[src/rtl/serial_addsub_pkg.sv]
// Shared types and constants for the bit-serial adder/subtractor.
// The counter width is a function because a package cannot see the top's WIDTH.
package serial_addsub_pkg;

    typedef enum logic [1:0] {
        IDLE = 2'd0,
        RUN  = 2'd1,
        DONE = 2'd2
    } state_t;

    localparam logic MODE_ADD = 1'b0;
    localparam logic MODE_SUB = 1'b1;

    // CNT_W for a given WIDTH; a 1-bit build still needs a 1-bit counter.
    function automatic int cntWidth(input int width);
        return (width > 1) ? $clog2(width) : 1;
    endfunction

endpackage

[src/rtl/serial_addsub_fa_slice.sv]
// Combinational 1-bit full adder.
// The top reuses this single slice on every RUN cycle.
module fa_slice (
    input  logic i_a,
    input  logic i_b,
    input  logic i_c,
    output logic o_s,
    output logic o_co
);

    assign o_s  = i_a ^ i_b ^ i_c;
    assign o_co = (i_a & i_b) | (i_a & i_c) | (i_b & i_c);

endmodule

[src/rtl/serial_addsub.sv]
// Bit-serial adder/subtractor: one bit per clock, LSB first, through one full-adder slice.
// Subtraction is computed as A + ~B + ~borrow_in, so the final carry is inverted into a borrow.
module serial_addsub
    import serial_addsub_pkg::*;
#(
    parameter int WIDTH = 8
) (
    input  logic             clk,
    input  logic             rst_n,
    input  logic             in_valid,
    output logic             in_ready,
    input  logic             mode,
    input  logic [WIDTH-1:0] a,
    input  logic [WIDTH-1:0] b,
    input  logic             cin,
    output logic             out_valid,
    input  logic             out_ready,
    output logic [WIDTH-1:0] result,
    output logic             cout,
    output logic             ovf,
    output logic             zero
);

    localparam int CNT_W = cntWidth(WIDTH);

    state_t           r_state;
    state_t           w_nextState;
    logic [WIDTH-1:0] r_aSh;
    logic [WIDTH-1:0] r_bSh;
    logic [WIDTH-1:0] r_res;
    logic [WIDTH-1:0] w_resNext;
    logic [CNT_W-1:0] r_cnt;
    logic             r_c;
    logic             r_mode;
    logic             r_cMsbIn;
    logic             w_s;
    logic             w_co;
    logic             w_accept;
    logic             w_lastBit;

    fa_slice u_fa (
        .i_a  (r_aSh[0]),
        .i_b  (r_bSh[0]),
        .i_c  (r_c),
        .o_s  (w_s),
        .o_co (w_co)
    );

    assign w_accept  = (r_state == IDLE) && in_valid;
    assign w_lastBit = (r_state == RUN) && (r_cnt == CNT_W'(WIDTH - 1));

    always_ff @(posedge clk or negedge rst_n) begin
        if (!rst_n) r_state <= IDLE;
        else        r_state <= w_nextState;
    end

    always_comb begin
        w_nextState = r_state;
        case (r_state)
            IDLE:    if (in_valid)  w_nextState = RUN;
            RUN:     if (w_lastBit) w_nextState = DONE;
            DONE:    if (out_ready) w_nextState = IDLE;
            default: w_nextState = IDLE;
        endcase
    end

    // Result and flags are shown only in DONE so that partial sums never leak out.
    always_comb begin
        in_ready  = (r_state == IDLE);
        out_valid = (r_state == DONE);
        result    = (r_state == DONE) ? r_res : '0;
        cout      = (r_state == DONE) & (r_c ^ r_mode);
        ovf       = (r_state == DONE) & (r_cMsbIn ^ r_c);
        zero      = (r_state == DONE) & (r_res == '0);
    end

    always_comb begin
        w_resNext            = r_res >> 1;
        w_resNext[WIDTH-1]   = w_s;
    end

    always_ff @(posedge clk or negedge rst_n) begin
        if (!rst_n) begin
            r_aSh    <= '0;
            r_bSh    <= '0;
            r_res    <= '0;
            r_cnt    <= '0;
            r_c      <= 1'b0;
            r_mode   <= MODE_ADD;
            r_cMsbIn <= 1'b0;
        end else if (w_accept) begin
            r_aSh    <= a;
            r_bSh    <= b ^ {WIDTH{mode}};
            r_mode   <= mode;
            r_c      <= cin ^ mode;
            r_cnt    <= '0;
            r_cMsbIn <= 1'b0;
        end else if (r_state == RUN) begin
            r_res <= w_resNext;
            r_aSh <= r_aSh >> 1;
            r_bSh <= r_bSh >> 1;
            r_c   <= w_co;
            r_cnt <= r_cnt + CNT_W'(1);
            if (w_lastBit) r_cMsbIn <= r_c;
        end
    end

endmodule

[config.mk]
export PLATFORM = sky130hd
export DESIGN_NAME = serial_addsub
export DESIGN_NICKNAME = d
export VERILOG_FILES = /design/src/rtl/serial_addsub_pkg.sv /design/src/rtl/serial_addsub_fa_slice.sv /design/src/rtl/serial_addsub.sv
export SDC_FILE = /design/constraint.sdc
export NUM_CORES = 1
export LEC_CHECK = 0
export ABC_AREA = 1
export CAP_MARGIN = 20
export CORE_MARGIN = 2
export CORE_UTILIZATION = 35
export DETAILED_ROUTE_END_ITERATION = 7
export GPL_TIMING_DRIVEN = 1
export MAX_ROUTING_LAYER = met4
export PLACE_DENSITY_LB_ADDON = 0.05
export SYNTH_ARGS = -nofsm -noshare
export SYNTH_HDL_FRONTEND = slang
export SYNTH_SLANG_ARGS = --single-unit
[constraint.sdc]
create_clock -name clk -period 2 [get_ports clk]
set_clock_uncertainty 0.05 [all_clocks]
set_input_delay 0.3 -clock clk [delete_from_list [all_inputs] [get_ports clk]]
set_output_delay 0.3 -clock clk [all_outputs]
set_load 0.01 [all_outputs]
==> results of run 1 <==
kinds of logic after synthesis:
group           count (synthesis)  synth area share [%]
xor+xnor                        3                  1.55
compound gates                 17                  5.25
simple gates                  139                  34.0
fa+ha+maj                       3                  2.66
buf+inv                        30                  9.24
flops                          32                  47.3
critical path: cells and delay by family, from the launching register on:
family | cells | cell delay (ps)
AND/OR/NAND/NOR | 2 | 220
flip-flops | 1 | 390
buffers and inverters | 3 | 710
per-stage QoR:
stage,util [%],std cells,hold WS (ps),setup WS (ps)
3_3_place_gp,43.8,307,410,191
2_1_floorplan,-,224,-45.6,634
6_report,46.5,316,362,65.9
5_1_grt,46.5,316,397,7.09
4_1_cts,46.3,316,374,51.4
3_5_place_dp,43.8,307,416,151
state kept, by name, indices dropped and copies added, names as in the netlist:
| register | count |
|---|---|
| r_res | 8 |
| r_aSh | 8 |
| r_mode | 1 |
| r_state | 2 |
| r_cMsbIn | 1 |
| r_bSh | 8 |
| r_c | 1 |
| r_cnt | 3 |
layout by cell type, fill, tap and decap left out, drive strengths merged:
cell type and count:
ha 2, inv 21, clkdlybuf4s50 28, clkbuf 6, nand3 12, xnor2 3
nor2 15, dlygate4sd2 1, nor3 1, clkinv 1, nand4 2, dfrtp 32
fa 1, buf 5, bufinv 1, nand2 109, o21ai 17, dlymetal6s2s 5
layout make-up:
cell class	count	area, um2	share of cell area [%]
inverter	21	81.3	3.72
tap	54	67.6	3.09
timing repair buffer	39	389	17.8
multi-input combinational	162	736	33.7
clock buffer	6	72.6	3.32
clock inverter	2	35.0	1.60
sequential	32	802	36.7
power groups by stage:
stage,registers [uW],logic (uW),clock network (uW)
3_3_place_gp,1100,1040,0
2_1_floorplan,1070,831,0
3_5_place_dp,1100,1040,0
6_report,1090,1020,608
4_1_cts,1090,1050,630
5_1_grt,1130,1200,658
path summary, 6_finish.rpt:
| path | cells after the start | slack, ps | endpoint |
|---|---|---|---|
| max | 5 | 70 | cout |
| min | 2 | 360 | r_res[4]$_DFFE_PN0P_ |
| max reg2reg | 6 | 550 | r_cMsbIn$_DFFE_PN0P_ |
| min reg2reg | 2 | 430 | r_bSh[1]$_DFFE_PN0P_ |
| max in group asynchronous | 2 | 1220 | r_state[1]$_DFFE_PN0P_ |
| min in group clk | 2 | 430 | r_bSh[1]$_DFFE_PN0P_ |
layer usage:
| metal | part of all wire (%) | wire length, um | track usage (%) | up-vias |
|---|---|---|---|---|
| li1 | - | - | - | 759 |
| met1 | 50 | 1710 | 18.1 | 612 |
| met2 | 44 | 1510 | 22.2 | 28 |
| met3 | 4.9 | 170 | 4.94 | 7 |
| met4 | 1.6 | 55 | 5.45 | 0 |
| met5 | 0 | 0 | - | - |
what timing repair did:
item / in CTS / in global routing
buffers inserted: 1 / 0
hold endpoints to repair: 0 / 0
endpoints found under the setup margin: 11 / 5
gates resized for setup: 2 / 5
==> out/metrics.cfg, run 1 <==
[outcome]
status=finished clean

[floorplan]
pin_count=35
dieArea_mm2=0.00541
start_util_pct=36.1
die_w_um=73.5
rows=25
coreArea_mm2=0.00469
die_y_um=73.5

[drt]
wl_per_cell_um=10.9
drtAntennaViolNets=0
drc=0
vias=1406
drtIter0Drc=74
dr.pass1.iters=4
viasPerCell=4.45
wirelength_um=3450

[worst_setup_path]
crit_chain=inv_4 -> nor2_4 -> inv_2 -> nor2_1 -> clkdlybuf4s50_1
slowest_delay_ps=540
arrival_ps=1580
setup.worst_path.end_class=output port
cp_max_fo=12
cp-startpoint=r_state[1]$_DFFE_PN0P_
reg2reg_from=r_state[0]$_DFFE_PN0P_
crit_path_start_kind=register
required_ps=1650
critical_path_class=reg2out
cp_slowest_cell=clkdlybuf4s50_1

[clock_network]
clkSinkCount=32
ctsHoldBuffers=0
clk_pin_slew_ps=60
cts_buffer_depth=2
clk_latency_ps=280
htreeDepth=2
cts_root_buf=clkbuf_8
cts_made_buffers=5
cts_tree=built

[sta]
finalHoldViolations=0
rsz0062_at_grt=false
period_share_pct=96.7
tns_ps=0
slew_headroom_pct=70.6
worstMarginPinSlew_ps=439
period_minus_slack_ps=1930
max_freq_mhz=517
setup_violations=0
maxSlewViolCount=0

[synthesis]
avgSynthCellArea_um2=7.56
seq_area_frac_synth_pct=47.3
synth_top_area_share_pct=47.3
yosys.cell_types.count=21
synth_top_cells_by_count=nand2_1, dfrtp_1, inv_1, o21ai_1, nand3_1
synth_top_area_cell=dfrtp_1
yosysWarnings=0
synthCells=224
synth_most_common_cell=nand2_1
synth_ff_type=dfrtp_1
synthArstFlopShare_pct=100
synth_area_leaders=dfrtp_1, nand2_1, o21ai_1
synth_edf_count=0
synth_area_mm2=0.00169
synth_nets=249
synth-seq-cells=32

[global_route]
antenna_found_initial=0
grt_pass1_wl_um=5800
gr-usage-all-layers_pct=14.6
grt_max_degree=33
grt_pass1_vias=1300
grt_overflow=0

[place]
place_area_mm2=0.00206
dp_hpwl_um=2370
gp_congestion=0.798
portBuffers=34

[power]
clock_power_share_pct=22.3
cellPowerDensity_mw_per_mm2=1250
p_int_uw=1700
swShare_pct=37.4
leakagePower_uw=0.00119
power_frac_comb_pct=37.6
seqPwrFrac_pct=40.1
p_switching_uw=1020
irDropWorstVdd_mv=0.344
power_uw=2720

[hold_path]
hold_class=in2async

[run]
max_cap_viol_count=0

[cells_and_area]
areaGrowthSynthToFinish_pct=29.0
drive_gt1_share_pct=9.54
fin_area_mm2=0.00218
nNetsFinal=286
antenna_cells=0
fill_cells=497

No activity file was read; power rests on OpenSTA's default activity.
==> run 2: changes to the inputs <==
CORE_ASPECT_RATIO = 0.8   (was unset)
CTS_CLUSTER_SIZE = 24   (was unset)
GPL_TIMING_DRIVEN = 0   (was 1)
==> run 2 against run 1 <==
Against the previous run:
- critical path depth up 1
- worst hold slack worse by 340 ps
- count of clock-buffer cells in the layout unchanged
- combinational power up 7%
- final cell count up 2.8%
- clock power down 17%
- flip-flop and latch count unchanged
- setup slack better by 110 ps
- register-to-register slack better by 160 ps
- non-clock buffer count up 3
- first-iteration DRC count up 28%
- fmax up 6.2%
- largest cell class unchanged
==> out/metrics.cfg, run 2 (synthesis gave the netlist of run 1 again) <==
[sta]
rsz0062_at_grt=false
slew_headroom_pct=52.4  ; -18 points
maxSlewViolCount=0  ; unchanged
finalHoldViolations=0  ; unchanged
tns_ps=0  ; unchanged
max_freq_mhz=549  ; +6.2%
period_minus_slack_ps=1820  ; -113 ps
period_share_pct=91.1  ; -5.6 points
worstMarginPinSlew_ps=714  ; +275 ps
setup_violations=0  ; unchanged

[drt]
vias=1438  ; +2.3%
drtAntennaViolNets=0  ; unchanged
drc=0  ; unchanged
viasPerCell=4.42  ; -0.56%
wirelength_um=3530  ; +2.5%
dr.pass1.iters=4  ; unchanged
drtIter0Drc=95  ; +28%
wl_per_cell_um=10.9  ; -0.34%

[global_route]
grt_pass1_vias=1304  ; +0.31%
gr-usage-all-layers_pct=15.7  ; +1.1 points
grt_max_degree=33  ; unchanged
grt_overflow=0  ; unchanged
antenna_found_initial=0  ; unchanged
grt_pass1_wl_um=6220  ; +7.1%

[run]
max_cap_viol_count=0  ; unchanged

[cells_and_area]
layout_commonest_cell=nand2_1
top_regs=r_aSh: 8 flops, r_bSh: 8 flops, r_res: 8 flops
nNetsFinal=289  ; +1.0%
drive_gt1_share_pct=11.7  ; +2.2 points
mostFrequentLayoutCells=nand2_1, dfrtp_1, clkdlybuf4s50_1
fin_area_mm2=0.00217  ; -0.46%
areaGrowthSynthToFinish_pct=28.4
antenna_cells=0  ; unchanged

[clock_network]
post_cts_buffers=0  ; -1
cts_tree=built
cts_made_buffers=5  ; unchanged
clk_pin_slew_ps=70  ; about the same
clkSinkCount=32  ; unchanged
cts_buffer_depth=2  ; unchanged
cts_root_buf=clkbuf_8
htreeDepth=2  ; unchanged
clk_latency_ps=280  ; about the same

[floorplan]
die_y_um=66.2  ; -10%
start_util_pct=36.6  ; +0.53 points
rows=22  ; -12%
dieArea_mm2=0.00541  ; about the same
die_w_um=81.8  ; +11%
pin_count=35  ; unchanged
coreArea_mm2=0.00462  ; -1.4%

[worst_setup_path]
worstRegToRegCells=8  ; +2
cp_max_fo=10  ; -2
critical_path.top_delay_family=buffers and inverters
slowest_delay_ps=370  ; -170 ps
path_depth=6  ; +1
arrival_ps=1470  ; -110 ps
setup.worst_path.end_class=output port
critical_path_class=reg2out
crit_chain=buf_6 -> nor2_4 -> inv_2 -> buf_6 -> nor2_1 -> dlygate4sd2_1
cp_slowest_cell=dfrtp_1
path_common_cell=buf_6
path_buf_inv=4  ; +1
required_ps=1650  ; about the same
crit_path_start_kind=register
r2r_slack_ps=710  ; +160 ps

[outcome]
status=finished clean

[place]
place_area_mm2=0.00209  ; +1.8%
portBuffers=33  ; -2.9%
gp_congestion=0.774  ; -3.0%
dp_hpwl_um=2560  ; +7.9%

[power]
leakagePower_uw=0.00116  ; -2.5%
irDropWorstVdd_mv=0.458  ; +33%
cellPowerDensity_mw_per_mm2=1240  ; -0.61%

[hold_path]
hold_class=in2async

==> run 2: cell types whose count changed in the layout (fill, tap and decap cells not counted) <==
cell             delta
clkbuf_1            -1
dlymetal6s2s_1      -5
dlygate4sd2_1      +10
buf_6               +4
buf_4               -3
bufinv_16           -1
clkbuf_8            +1
buf_2               +4
clkinv_2            +1
clkdlybuf4s50_1     -7
==> run 2: metal layers <==
layer	share of wire (%)	track usage (%)	vias up
li1	-	-	769
met1	55	22.0	631
met2	39	21.8	32
met3	4.5	4.10	6
met4	1.4	5.63	0
met5	0	-	-
==> run 2: layout make-up <==
type	instances	area (um2)
Buffer	9	75.1
Sequential cell	32	802
Inverter	21	81.3
Clock inverter	2	10.0
Tap cell	60	75.1
Clock buffer	6	82.6
Timing Repair Buffer	33	312
Multi-Input combinational cell	162	736
Fill cell	485	2450
==> run 2: where the power goes <==
part	internal (uW)	switching (uW)
Sequential	927	167
Clock	274	232
Combinational	451	643
Total	1650	1040
==> run 2: timing repair <==
item	in CTS	in global routing
hold buffers	0	0
setup endpoints to repair	11	0
gates resized for setup	12	0
==> run 2: through the flow <==
step | utilization, % | cells | total power, uW | setup slack, ps | hold slack (ps)
2_1_floorplan | - | 224 | 1900 | 634 | -45.6
3_3_place_gp | 45.4 | 317 | 2210 | -124 | 411
3_5_place_dp | 45.3 | 317 | 2220 | 158 | 364
4_1_cts | 47.0 | 325 | 2730 | 164 | 61.6
5_1_grt | 47.0 | 325 | 2970 | 74.3 | 83.2
6_report | 47.0 | 325 | 2690 | 179 | 22.6
==> run 2: worst paths after layout <==
path	startpoint	to
worst min register to register	r_cnt[2]$_DFFE_PN0P_	r_cnt[2]$_DFFE_PN0P_
max in group asynchronous	rst_n	r_state[1]$_DFFE_PN0P_
worst max register to register	r_state[0]$_DFFE_PN0P_	r_bSh[0]$_DFFE_PN0P_
worst max-delay path	r_state[0]$_DFFE_PN0P_	ovf
min in group clk	mode	r_bSh[7]$_DFFE_PN0P_
worst min-delay path	rst_n	r_bSh[1]$_DFFE_PN0P_
